### src/rtl/vga_write_buffer_pkg.sv
// Shared types for the VGA write buffer: bus widths, drain FSM encoding and the
// queued pixel-write entry.
package vga_write_buffer_pkg;

    localparam int VGA_ADDR_W = 19;
    localparam int VGA_DATA_W = 8;

    typedef enum logic [1:0] {
        ST_IDLE  = 2'd0,
        ST_DRAIN = 2'd1,
        ST_YIELD = 2'd2
    } vga_wb_state_e;

    typedef struct packed {
        logic [VGA_ADDR_W-1:0] addr;
        logic [VGA_DATA_W-1:0] data;
    } vga_wb_entry_t;

    function automatic vga_wb_entry_t vga_wb_pack(
        input logic [VGA_ADDR_W-1:0] addr,
        input logic [VGA_DATA_W-1:0] data
    );
        vga_wb_entry_t e;
        e.addr = addr;
        e.data = data;
        return e;
    endfunction

endpackage

### src/rtl/vga_wbuf_fifo.sv
// Pixel-write FIFO: storage, wrap-around pointers, occupancy and a registered
// copy of the head entry that holds its last value once the queue drains.
module vga_wbuf_fifo
    import vga_write_buffer_pkg::*;
#(
    parameter int  DEPTH = 8,
    localparam int PW    = $clog2(DEPTH),
    localparam int CW    = PW + 1
) (
    input  logic          clock_i,
    input  logic          reset_ni,
    input  logic          push_i,
    input  logic          pop_i,
    input  logic          coal_i,
    input  vga_wb_entry_t entry_i,
    output vga_wb_entry_t head_o,
    output vga_wb_entry_t tail_o,
    output logic [CW-1:0] count_o,
    output logic [CW-1:0] count_next_o,
    output logic          full_o,
    output logic          empty_o
);

    logic [PW-1:0] wr_ptr_q, wr_ptr_d;
    logic [PW-1:0] rd_ptr_q, rd_ptr_d;
    logic [PW-1:0] tail_idx_s, wr_idx_s;
    logic [CW-1:0] count_q, count_d;
    vga_wb_entry_t head_q, head_d;
    vga_wb_entry_t mem_q [DEPTH];

    // Next pointers, occupancy and the entry that will sit at the head after the edge
    always_comb begin
        tail_idx_s = wr_ptr_q - PW'(1);
        wr_idx_s   = wr_ptr_q;
        wr_ptr_d   = wr_ptr_q;
        rd_ptr_d   = rd_ptr_q;
        count_d    = count_q;
        head_d     = head_q;
        if (coal_i) wr_idx_s = tail_idx_s;
        else        wr_idx_s = wr_ptr_q;
        if (push_i) wr_ptr_d = wr_ptr_q + PW'(1);
        else        wr_ptr_d = wr_ptr_q;
        if (pop_i)  rd_ptr_d = rd_ptr_q + PW'(1);
        else        rd_ptr_d = rd_ptr_q;
        case ({push_i, pop_i})
            2'b10:   count_d = count_q + CW'(1);
            2'b01:   count_d = count_q - CW'(1);
            default: count_d = count_q;
        endcase
        // A slot written this cycle that becomes the head must be forwarded from the input
        if (count_d == CW'(0))                                     head_d = head_q;
        else if ((push_i || coal_i) && (wr_idx_s == rd_ptr_d))     head_d = entry_i;
        else                                                       head_d = mem_q[rd_ptr_d];
    end

    // Pointer, occupancy and head registers
    always_ff @(posedge clock_i or negedge reset_ni) begin
        if (!reset_ni) begin
            wr_ptr_q <= PW'(0);
            rd_ptr_q <= PW'(0);
            count_q  <= CW'(0);
            head_q   <= '{addr: 19'd0, data: 8'd0};
        end else begin
            wr_ptr_q <= wr_ptr_d;
            rd_ptr_q <= rd_ptr_d;
            count_q  <= count_d;
            head_q   <= head_d;
        end
    end

    // Entry storage
    always_ff @(posedge clock_i or negedge reset_ni) begin
        if (!reset_ni) begin
            for (int i = 0; i < DEPTH; i++) mem_q[i] <= '{addr: 19'd0, data: 8'd0};
        end else if (push_i || coal_i) begin
            mem_q[wr_idx_s] <= entry_i;
        end
    end

    assign head_o       = head_q;
    assign tail_o       = mem_q[tail_idx_s];
    assign count_o      = count_q;
    assign count_next_o = count_d;
    assign full_o       = (count_q == CW'(DEPTH));
    assign empty_o      = (count_q == CW'(0));

endmodule

### src/rtl/vga_write_buffer.sv
// VGA pixel-write buffer between the MEM stage and the framebuffer write port.
// Define VGA_WRITE_COALESCE_EN to merge back-to-back writes to the same address.
module vga_write_buffer
    import vga_write_buffer_pkg::*;
#(
    parameter int  DEPTH     = 8,
    parameter int  SKID      = 2,
    parameter int  MAX_BURST = 16,
    localparam int CW        = $clog2(DEPTH) + 1
) (
    input  logic                  clock,
    input  logic                  reset,
    input  logic                  wr_en,
    input  logic [VGA_ADDR_W-1:0] wr_addr,
    input  logic [VGA_DATA_W-1:0] wr_data,
    output logic                  stall,
    output logic                  fb_we,
    output logic [VGA_ADDR_W-1:0] fb_addr,
    output logic [VGA_DATA_W-1:0] fb_data,
    input  logic                  fb_ready,
    output logic [CW-1:0]         count,
    output logic                  overflow
);

    localparam int BW = $clog2(MAX_BURST + 1);

    vga_wb_state_e state_q, state_d;
    logic [BW-1:0] burst_q, burst_d;
    logic          fb_we_q, fb_we_d;
    logic          stall_q, stall_d;
    logic          overflow_q, overflow_d;
    logic          pop_s, push_s, coal_s, drop_s, full_s, empty_s;
    logic [CW-1:0] count_s, count_next_s;
    vga_wb_entry_t head_s, tail_s, entry_s;

    assign entry_s = vga_wb_pack(wr_addr, wr_data);
    assign pop_s   = fb_we_q && fb_ready;

`ifdef VGA_WRITE_COALESCE_EN
    // The newest entry cannot absorb the write if it is leaving as the head this cycle
    assign coal_s = wr_en && !empty_s && (tail_s.addr == wr_addr) &&
                    !(pop_s && (count_s == CW'(1)));
`else
    logic tail_unused_s;
    assign coal_s        = 1'b0;
    assign tail_unused_s = ^tail_s;
`endif

    assign push_s = wr_en && !coal_s && (!full_s || pop_s);
    assign drop_s = wr_en && !coal_s && full_s && !pop_s;

    vga_wbuf_fifo #(.DEPTH(DEPTH)) u_fifo (
        .clock_i      (clock),
        .reset_ni     (reset),
        .push_i       (push_s),
        .pop_i        (pop_s),
        .coal_i       (coal_s),
        .entry_i      (entry_s),
        .head_o       (head_s),
        .tail_o       (tail_s),
        .count_o      (count_s),
        .count_next_o (count_next_s),
        .full_o       (full_s),
        .empty_o      (empty_s)
    );

    // Drain FSM, burst counting and next values of the registered outputs
    always_comb begin
        state_d    = state_q;
        burst_d    = burst_q;
        fb_we_d    = 1'b0;
        stall_d    = 1'b0;
        overflow_d = overflow_q;
        case (state_q)
            ST_IDLE: begin
                burst_d = BW'(0);
                if (count_next_s != CW'(0)) state_d = ST_DRAIN;
                else                        state_d = ST_IDLE;
            end
            ST_DRAIN: begin
                if (pop_s) begin
                    if (burst_q == BW'(MAX_BURST - 1)) begin
                        state_d = ST_YIELD;
                        burst_d = BW'(0);
                    end else if (count_next_s == CW'(0)) begin
                        state_d = ST_IDLE;
                        burst_d = BW'(0);
                    end else begin
                        state_d = ST_DRAIN;
                        burst_d = burst_q + BW'(1);
                    end
                end else begin
                    state_d = ST_DRAIN;
                    burst_d = burst_q;
                end
            end
            ST_YIELD: begin
                burst_d = BW'(0);
                if (count_next_s != CW'(0)) state_d = ST_DRAIN;
                else                        state_d = ST_IDLE;
            end
            default: begin
                state_d = ST_IDLE;
                burst_d = BW'(0);
            end
        endcase
        fb_we_d    = (state_d == ST_DRAIN);
        stall_d    = (count_next_s >= CW'(DEPTH - SKID));
        overflow_d = overflow_q | drop_s;
    end

    // Control state and registered outputs
    always_ff @(posedge clock or negedge reset) begin
        if (!reset) begin
            state_q    <= ST_IDLE;
            burst_q    <= BW'(0);
            fb_we_q    <= 1'b0;
            stall_q    <= 1'b0;
            overflow_q <= 1'b0;
        end else begin
            state_q    <= state_d;
            burst_q    <= burst_d;
            fb_we_q    <= fb_we_d;
            stall_q    <= stall_d;
            overflow_q <= overflow_d;
        end
    end

    assign fb_we    = fb_we_q;
    assign stall    = stall_q;
    assign overflow = overflow_q;
    assign fb_addr  = head_s.addr;
    assign fb_data  = head_s.data;
    assign count    = count_s;

endmodule

### config.mk
export PLATFORM = sky130hd
export DESIGN_NAME = vga_write_buffer
export DESIGN_NICKNAME = d
export VERILOG_FILES = /design/src/rtl/vga_write_buffer_pkg.sv /design/src/rtl/vga_wbuf_fifo.sv /design/src/rtl/vga_write_buffer.sv
export SDC_FILE = /design/constraint.sdc
export NUM_CORES = 1
export LEC_CHECK = 0
export CAP_MARGIN = 40
export CORE_MARGIN = 3
export CORE_UTILIZATION = 45
export DETAILED_ROUTE_END_ITERATION = 10
export HOLD_SLACK_MARGIN = 0.1
export SYNTH_ARGS = -nofsm -noshare
export SYNTH_HDL_FRONTEND = slang
export SYNTH_SLANG_ARGS = --single-unit
### constraint.sdc
create_clock -name clock -period 7.2 [get_ports clock]
set_clock_uncertainty 0.2 [all_clocks]
set_input_delay 1.44 -clock clock [delete_from_list [all_inputs] [get_ports clock]]
set_output_delay 1.44 -clock clock [all_outputs]
set_load 0.1 [all_outputs]
# Word-level counts from Yosys, hierarchy flattened
# Index checks and enable logic that the tools add are counted.
[op_classes]
n_eq_ne = 9
n_bitwise = 3
add_sub_neg = 5
magnitude_cmp = 4
n_reduce_logical = 13
mux = 18
[op_table]
columns = ["operator", "count"]
rows = [
  ["bitwise mux 216 bit", 1],
  ["2-to-1 mux 27 bit", 4],
  ["binary-select mux 27 bit (select 3 bit)", 1],
  ["demux 27 bit (select 3 bit)", 1],
  ["2-to-1 mux 5 bit", 4],
  ["greater-or-equal comparator 4 bit, second input constant", 2],
  ["NOT 3 -> 4 bit", 2],
  ["one-hot mux 4 bit (2 select lines)", 1],
  ["adder 3 x 1 -> 3 bit, second input constant", 2],
  ["== test 2 x 1 -> 1 bit, second input constant", 3],
  ["logical AND 1 bit", 6],
  ["adder 5 x 1 -> 5 bit, second input constant", 1],
  ["== test 5 x 4 -> 1 bit, second input constant", 1],
  ["adder 4 x 1 -> 4 bit, second input constant", 1],
  ["== test 2 bit, second input constant", 2],
  ["== test 4 bit, second input constant", 1],
  ["greater-or-equal comparator 4 x 3 -> 1 bit, second input constant", 1],
  ["logical NOT 4 bit", 1],
  ["less-than comparator 4 x 1 -> 1 bit, second input constant", 1],
  ["2-to-1 mux 2 bit", 2],
  ["one-hot mux 2 bit (2 select lines)", 1],
  ["nonzero test 4 bit", 1],
  ["subtractor 4 x 1 -> 4 bit, second input constant", 1],
  ["== test 3 bit", 1],
  ["8 further kinds", 10],
]
[word_totals]
out_inout_bits = 34
regBits = 263
inputBits = 31
word_cells = 78

# Logic depth before layout (Yosys ltp)
[logic_depth]
ltp_word = 12
ltp_mapped = 11
mapped_depth_nobuf = 9

# Hierarchy
# From an unflattened synthesis, not the netlist that was laid out.
[hier_totals]
hier_cells = 1222
area_unflattened_um2 = 15361.0
[modules_own_cells]
columns = ["mod", "area_each_um2", "cells_per_inst", "n_inst", "seq_area_each_um2"]
rows = [
  ["vga_wbuf_fifo", 14854.2, 1174, 1, 6331.1],
  ["vga_write_buffer", 506.7, 48, 1, 250.2],
]

# Worst setup path before layout
# No wires, ideal clock.
[synth_timing]
path_type = "input to register"
from = "in wr_en"
to = "reg u_fifo.head_q (netlist bit u_fifo.head_o[0])"
required_time_ns = 6.905
t_arrival_ns = 3.396
path_stages = 9
slack_ns = 3.509
setup_ns = 0.095
path_buffers = 2
cell_sequence = "and3b_1 -> xor2_1 -> ha_1 -> or3b_2 -> a211oi_4 -> buf_4 -> buf_6 -> nand2_1 -> o31ai_1"
[synth_between]
elab_chain_len = 4
elab_cells_between_ends = 7
classes_between = "2 x eq/ne; 2 x mux; 3 x reduce/logical"
[synth_lines]
columns = ["element", "line_no", "rtl"]
rows = [
  ["start: declaration", "vga_write_buffer.sv:13", "input logic wr_en,"],
  ["logical AND 1 bit (*)", "vga_write_buffer.sv:49", "assign push_s = wr_en && !coal_s && (!full_s || pop_s);"],
  ["== test 2 x 1 -> 1 bit or == test 2 bit (tied branches)", "vga_wbuf_fifo.sv:45", "case ({push_i, pop_i})"],
  ["one-hot mux 4 bit (2 select lines)", "vga_wbuf_fifo.sv:45", ""],
  ["logical NOT 4 bit", "vga_wbuf_fifo.sv:51", "if (count_d == CW'(0)) head_d = head_q;"],
  ["end signal: assignment", "vga_wbuf_fifo.sv:62", "head_q <= '{addr: 19'd0, data: 8'd0};"],
  ["end: declaration", "vga_wbuf_fifo.sv:28", "vga_wb_entry_t head_q, head_d;"],
]
# Every way passes the cells marked *; elsewhere a longest branch is shown, timed or not.
# A chain may end at the register's enable or synchronous reset.

# Worst setup path after layout
[layout_timing]
from = "in fb_ready"
to = "reg burst_q[2]"
[layout_between]
elab_chain_len = 10
elab_cells_between_ends = 12
classes_between = "3 x eq/ne; 5 x mux; 4 x reduce/logical"
[layout_lines]
columns = ["element", "line_no", "rtl"]
rows = [
  ["start: declaration", "vga_write_buffer.sv:20", "input logic fb_ready,"],
  ["logical AND 1 bit (*)", "vga_write_buffer.sv:37", "assign pop_s = fb_we_q && fb_ready;"],
  ["logical OR 1 bit", "vga_write_buffer.sv:49", ""],
  ["logical AND 1 bit", "vga_write_buffer.sv:49", ""],
  ["== test 2 x 1 -> 1 bit or == test 2 bit (tied branches)", "vga_wbuf_fifo.sv:45", ""],
  ["one-hot mux 4 bit (2 select lines)", "vga_wbuf_fifo.sv:45", ""],
  ["logical NOT 4 bit", "vga_write_buffer.sv:85", "end else if (count_next_s == CW'(0)) begin"],
  ["2-to-1 mux 5 bit", "vga_write_buffer.sv:85", ""],
  ["2-to-1 mux 5 bit", "vga_write_buffer.sv:82", "if (burst_q == BW'(MAX_BURST - 1)) begin"],
  ["2-to-1 mux 5 bit", "vga_write_buffer.sv:81", "if (pop_s) begin"],
  ["2-to-1 mux 5 bit", "vga_write_buffer.sv:74", "case (state_q)"],
  ["end signal: assignment", "vga_write_buffer.sv:122", "burst_q <= burst_d;"],
  ["end: declaration", "vga_write_buffer.sv:28", "logic [BW-1:0] burst_q, burst_d;"],
]
# Every way passes the cells marked *; elsewhere a longest branch is shown, timed or not. The select of a mux whose other input is x is not followed.

==> key figures <==
Timing
  • Worst hold slack: about 280 ps
  • TNS Setup: 0 ps
  • Unrepaired setup endpoints after global routing: false
  • Max Clock Freq: 231 MHz
  • Slew @ Worst Pin: 942 ps
  • Worst relative slew slack: 37.2%
  • Slew Viols, Final: 0
  • Final period util: 60.2%
  • Setup Viol. Count Final: 0
  • Final hold vios: 0
  • Minimum clock period: 4330 ps

Clock tree
  • Worst-Skew Late Latency: 530 ps
  • H-tree levels: 1
  • CTS Buffer Depth: 3
  • Post-CTS Setup Repair Bufs: 0
  • CTS clk-pin slew, worst paths: ~60 ps
  • TritonCTS clock tree: built
  • Clock Sinks: 263
  • Resize count post-CTS: 0
  • Root Buffer: clkbuf_16
  • Hold_buf cts: 0
  • TritonCTS Buffers: 29

Yosys
  • Largest family of logic cells by synthesized area: multiplexers
  • Post-Synthesis Cell Area: 11900 µm²
  • Mean Syn Cell Area: 14.2 µm²
  • Post-synthesis mux area share: 30.8%
  • Seq/Total Area, Yosys: 55.2%
  • Synth Register Bits: 263
  • Asr flop ratio synth: between 90% and 100%
  • Ys flop type: dfrtp_1
  • Synth cell types: 48
  • Synthesis warning total: 0
  • Synth Area in Adders: 0.525%
  • Post-synthesis compound-gate area fraction: 3.31%
  • Cell count after synthesis: 840
  • Post-Synth Simple-Gate Area: 7.27%
  • Number of synthesized flops with an enable pin: 0
  • Synth Area in XOR/XNOR: 0.661%
  • Post-synthesis net count: roughly 880

Global routing
  • Wire length of the first global-routing pass: ~44 mm
  • Initial antenna violation count: 0
  • Vias in the first global route: 7976
  • Largest net degree at the start of global routing: 145
  • Total track usage: 19.7%
  • Total gr overflow: 0

Final layout
  • ANT cells: 0
  • Area of the multi-input gates: 5120 µm²
  • Finished Cell Area: 14500 µm²
  • Core Util, Final: 56.6%
  • Layout cells sized above 1: 40.4%
  • Area Growth Syn to Fin: 21.7%
  • Sequential Area: around 6600 µm²
  • Layout Nets: 977
  • FILL cells: 2062

Setup path
  • CP Class: input pin to register
  • Startpoint type of the worst setup path: input pin
  • Worst Path Required: 7420 ps
  • Critical Path End Type: register
  • Crit path DAT: 4560 ps
  • Worst Path Max Fanout: 62

Floorplan
  • Die Y: 169 µm
  • Die width: 169 µm
  • Num rows: between 50 and 60
  • Die ar.: 28500 µm²
  • Core area: about 26000 µm²
  • Starting Density: a little under half
  • Top-Level Pins: 65

Worst hold path
  • Min-Delay Path Class: register to register

Power
  • Pwr Total: just over 8 mW
  • LEAKAGE: between 6 and 7 nW
  • VDD IR max: 0.000502 V
  • P per Cell Area: 561 nW/µm²

Route
  • Drt via density: roughly 5.7
  • Post-route DRC: 0
  • DR pass1 iterations: 4
  • Starting DRT DRC Count: ~500
  • Vias: around 7300
  • Wire length per cell: approximately 21 µm
  • WL final: 27.4 mm
  • Post-route antenna net violation count: 0

Placed design
  • DP Area: roughly 14000 µm²
  • I/O Buffers: 64
  • Routability cong.: 0.772
  • Hpwl dp: 16.3 mm

Outcome
  • Status: finished clean

Job
  • Max_cap viols: 0
cells in the mapped netlist, drive strengths merged, types with 4 or more instances:
library cell	number	area [µm²]
nor2	35	131
and3	29	181
inv	4	15.0
mux4	53	1190
nand2b	4	25.0
o31ai	27	203
ha	5	62.6
clkbuf	21	78.8
dfrtp	263	6580
buf	28	168
nand3	4	20.0
nor3	6	50.1
xnor2	8	70.1
a21oi	5	25.0
nand2	92	345
mux2	218	2450
cells by family (layout without fill, tap and decap cells):
group,after synthesis,after routing
multiplexers,273,273
flip-flops,263,263
XOR/XNOR,9,9
buffers and inverters,54,177
AO/OA/AOI/OAI,51,51
AND/OR/NAND/NOR,185,185
adder cells (fa/ha/maj),5,5
critical path, stage by stage:
cell             delay, ps
clkdlybuf4s50_1        630
and3b_1                310
xor2_1                 170
ha_1                   260
or3b_2                 510
a211oi_4               230
buf_4                  620
a2111oi_0              130
a31o_2                 250
cells in the final DEF (no fill, tap or decap), types with 9 or more instances in the layout:
master           instances
and3_1                  29
nand2_1                 92
buf_8                   34
clkbuf_1                 9
o31ai_1                 27
dfrtp_1                263
clkbuf_16               29
buf_4                   13
clkdlybuf4s50_1         63
mux2_2                 218
mux4_2                  53
nor2_1                  31
per-layer routing:
metal  vias to the layer above  GRT usage [%]  wire length (µm)
li1                       3255              -                 -
met4                         0           4.38               453
met1                      3893           27.0             12100
met3                        42           2.87              1030
met5                         -              0                 0
met2                       128           33.5             13700
path summary, 6_finish.rpt:
| kind | startpoint | end | slack (ps) | depth (start not counted) |
|---|---|---|---|---|
| max | fb_ready | burst_q[2]$_DFFE_PN0P_ | 2870 | 9 |
| min | u_fifo.head_o[10]$_DFFE_PN0N_ | u_fifo.head_o[10]$_DFFE_PN0N_ | 280 | 2 |
| max reg2reg | fb_we$_DFF_PN0_ | burst_q[2]$_DFFE_PN0P_ | 3900 | 8 |
| min reg2reg | u_fifo.head_o[10]$_DFFE_PN0N_ | u_fifo.head_o[10]$_DFFE_PN0N_ | 280 | 2 |
| max in group asynchronous | reset | u_fifo.head_o[19]$_DFFE_PN0N_ | 4740 | 2 |
| min in group asynchronous | reset | state_q[0]$_DFF_PN0_ | 780 | 1 |
flip-flops by register name (all words and copies together), names as in the netlist:
| name | cells |
|---|---|
| u_fifo.mem_q | 216 |
| u_fifo.head_o | 27 |
| burst_q | 5 |
| u_fifo.count_o | 4 |
| u_fifo.rd_ptr_q | 3 |
| u_fifo.wr_ptr_q | 3 |
| state_q | 2 |
| fb_we | 1 |
| overflow | 1 |
| stall | 1 |
report_power, final:
part           total [mW]  internal, mW  switching [mW]
sequential           2.67          2.24           0.428
clock                1.45         0.874           0.574
combinational        4.02          2.00            2.02
total                8.14          5.12            3.02
per-stage QoR:
| step | worst slack (ps) | std cells |
|---|---|---|
| 3_5_place_dp | 2320 | 1240 |
| 6_report | 2870 | 1293 |
| 4_1_cts | 2880 | 1293 |
| 2_1_floorplan | 3510 | 840 |
| 5_1_grt | 2690 | 1293 |
| 3_3_place_gp | 2400 | 1199 |
final cells by class:
type	count	area share, %
sequential	263	45.4
tap	330	2.85
inverter	5	0.129
timing repair buffer	119	9.81
clock inverter	9	0.699
multi-input combinational	523	35.3
clock buffer	44	5.81
Power figures use the tool's default switching activity.
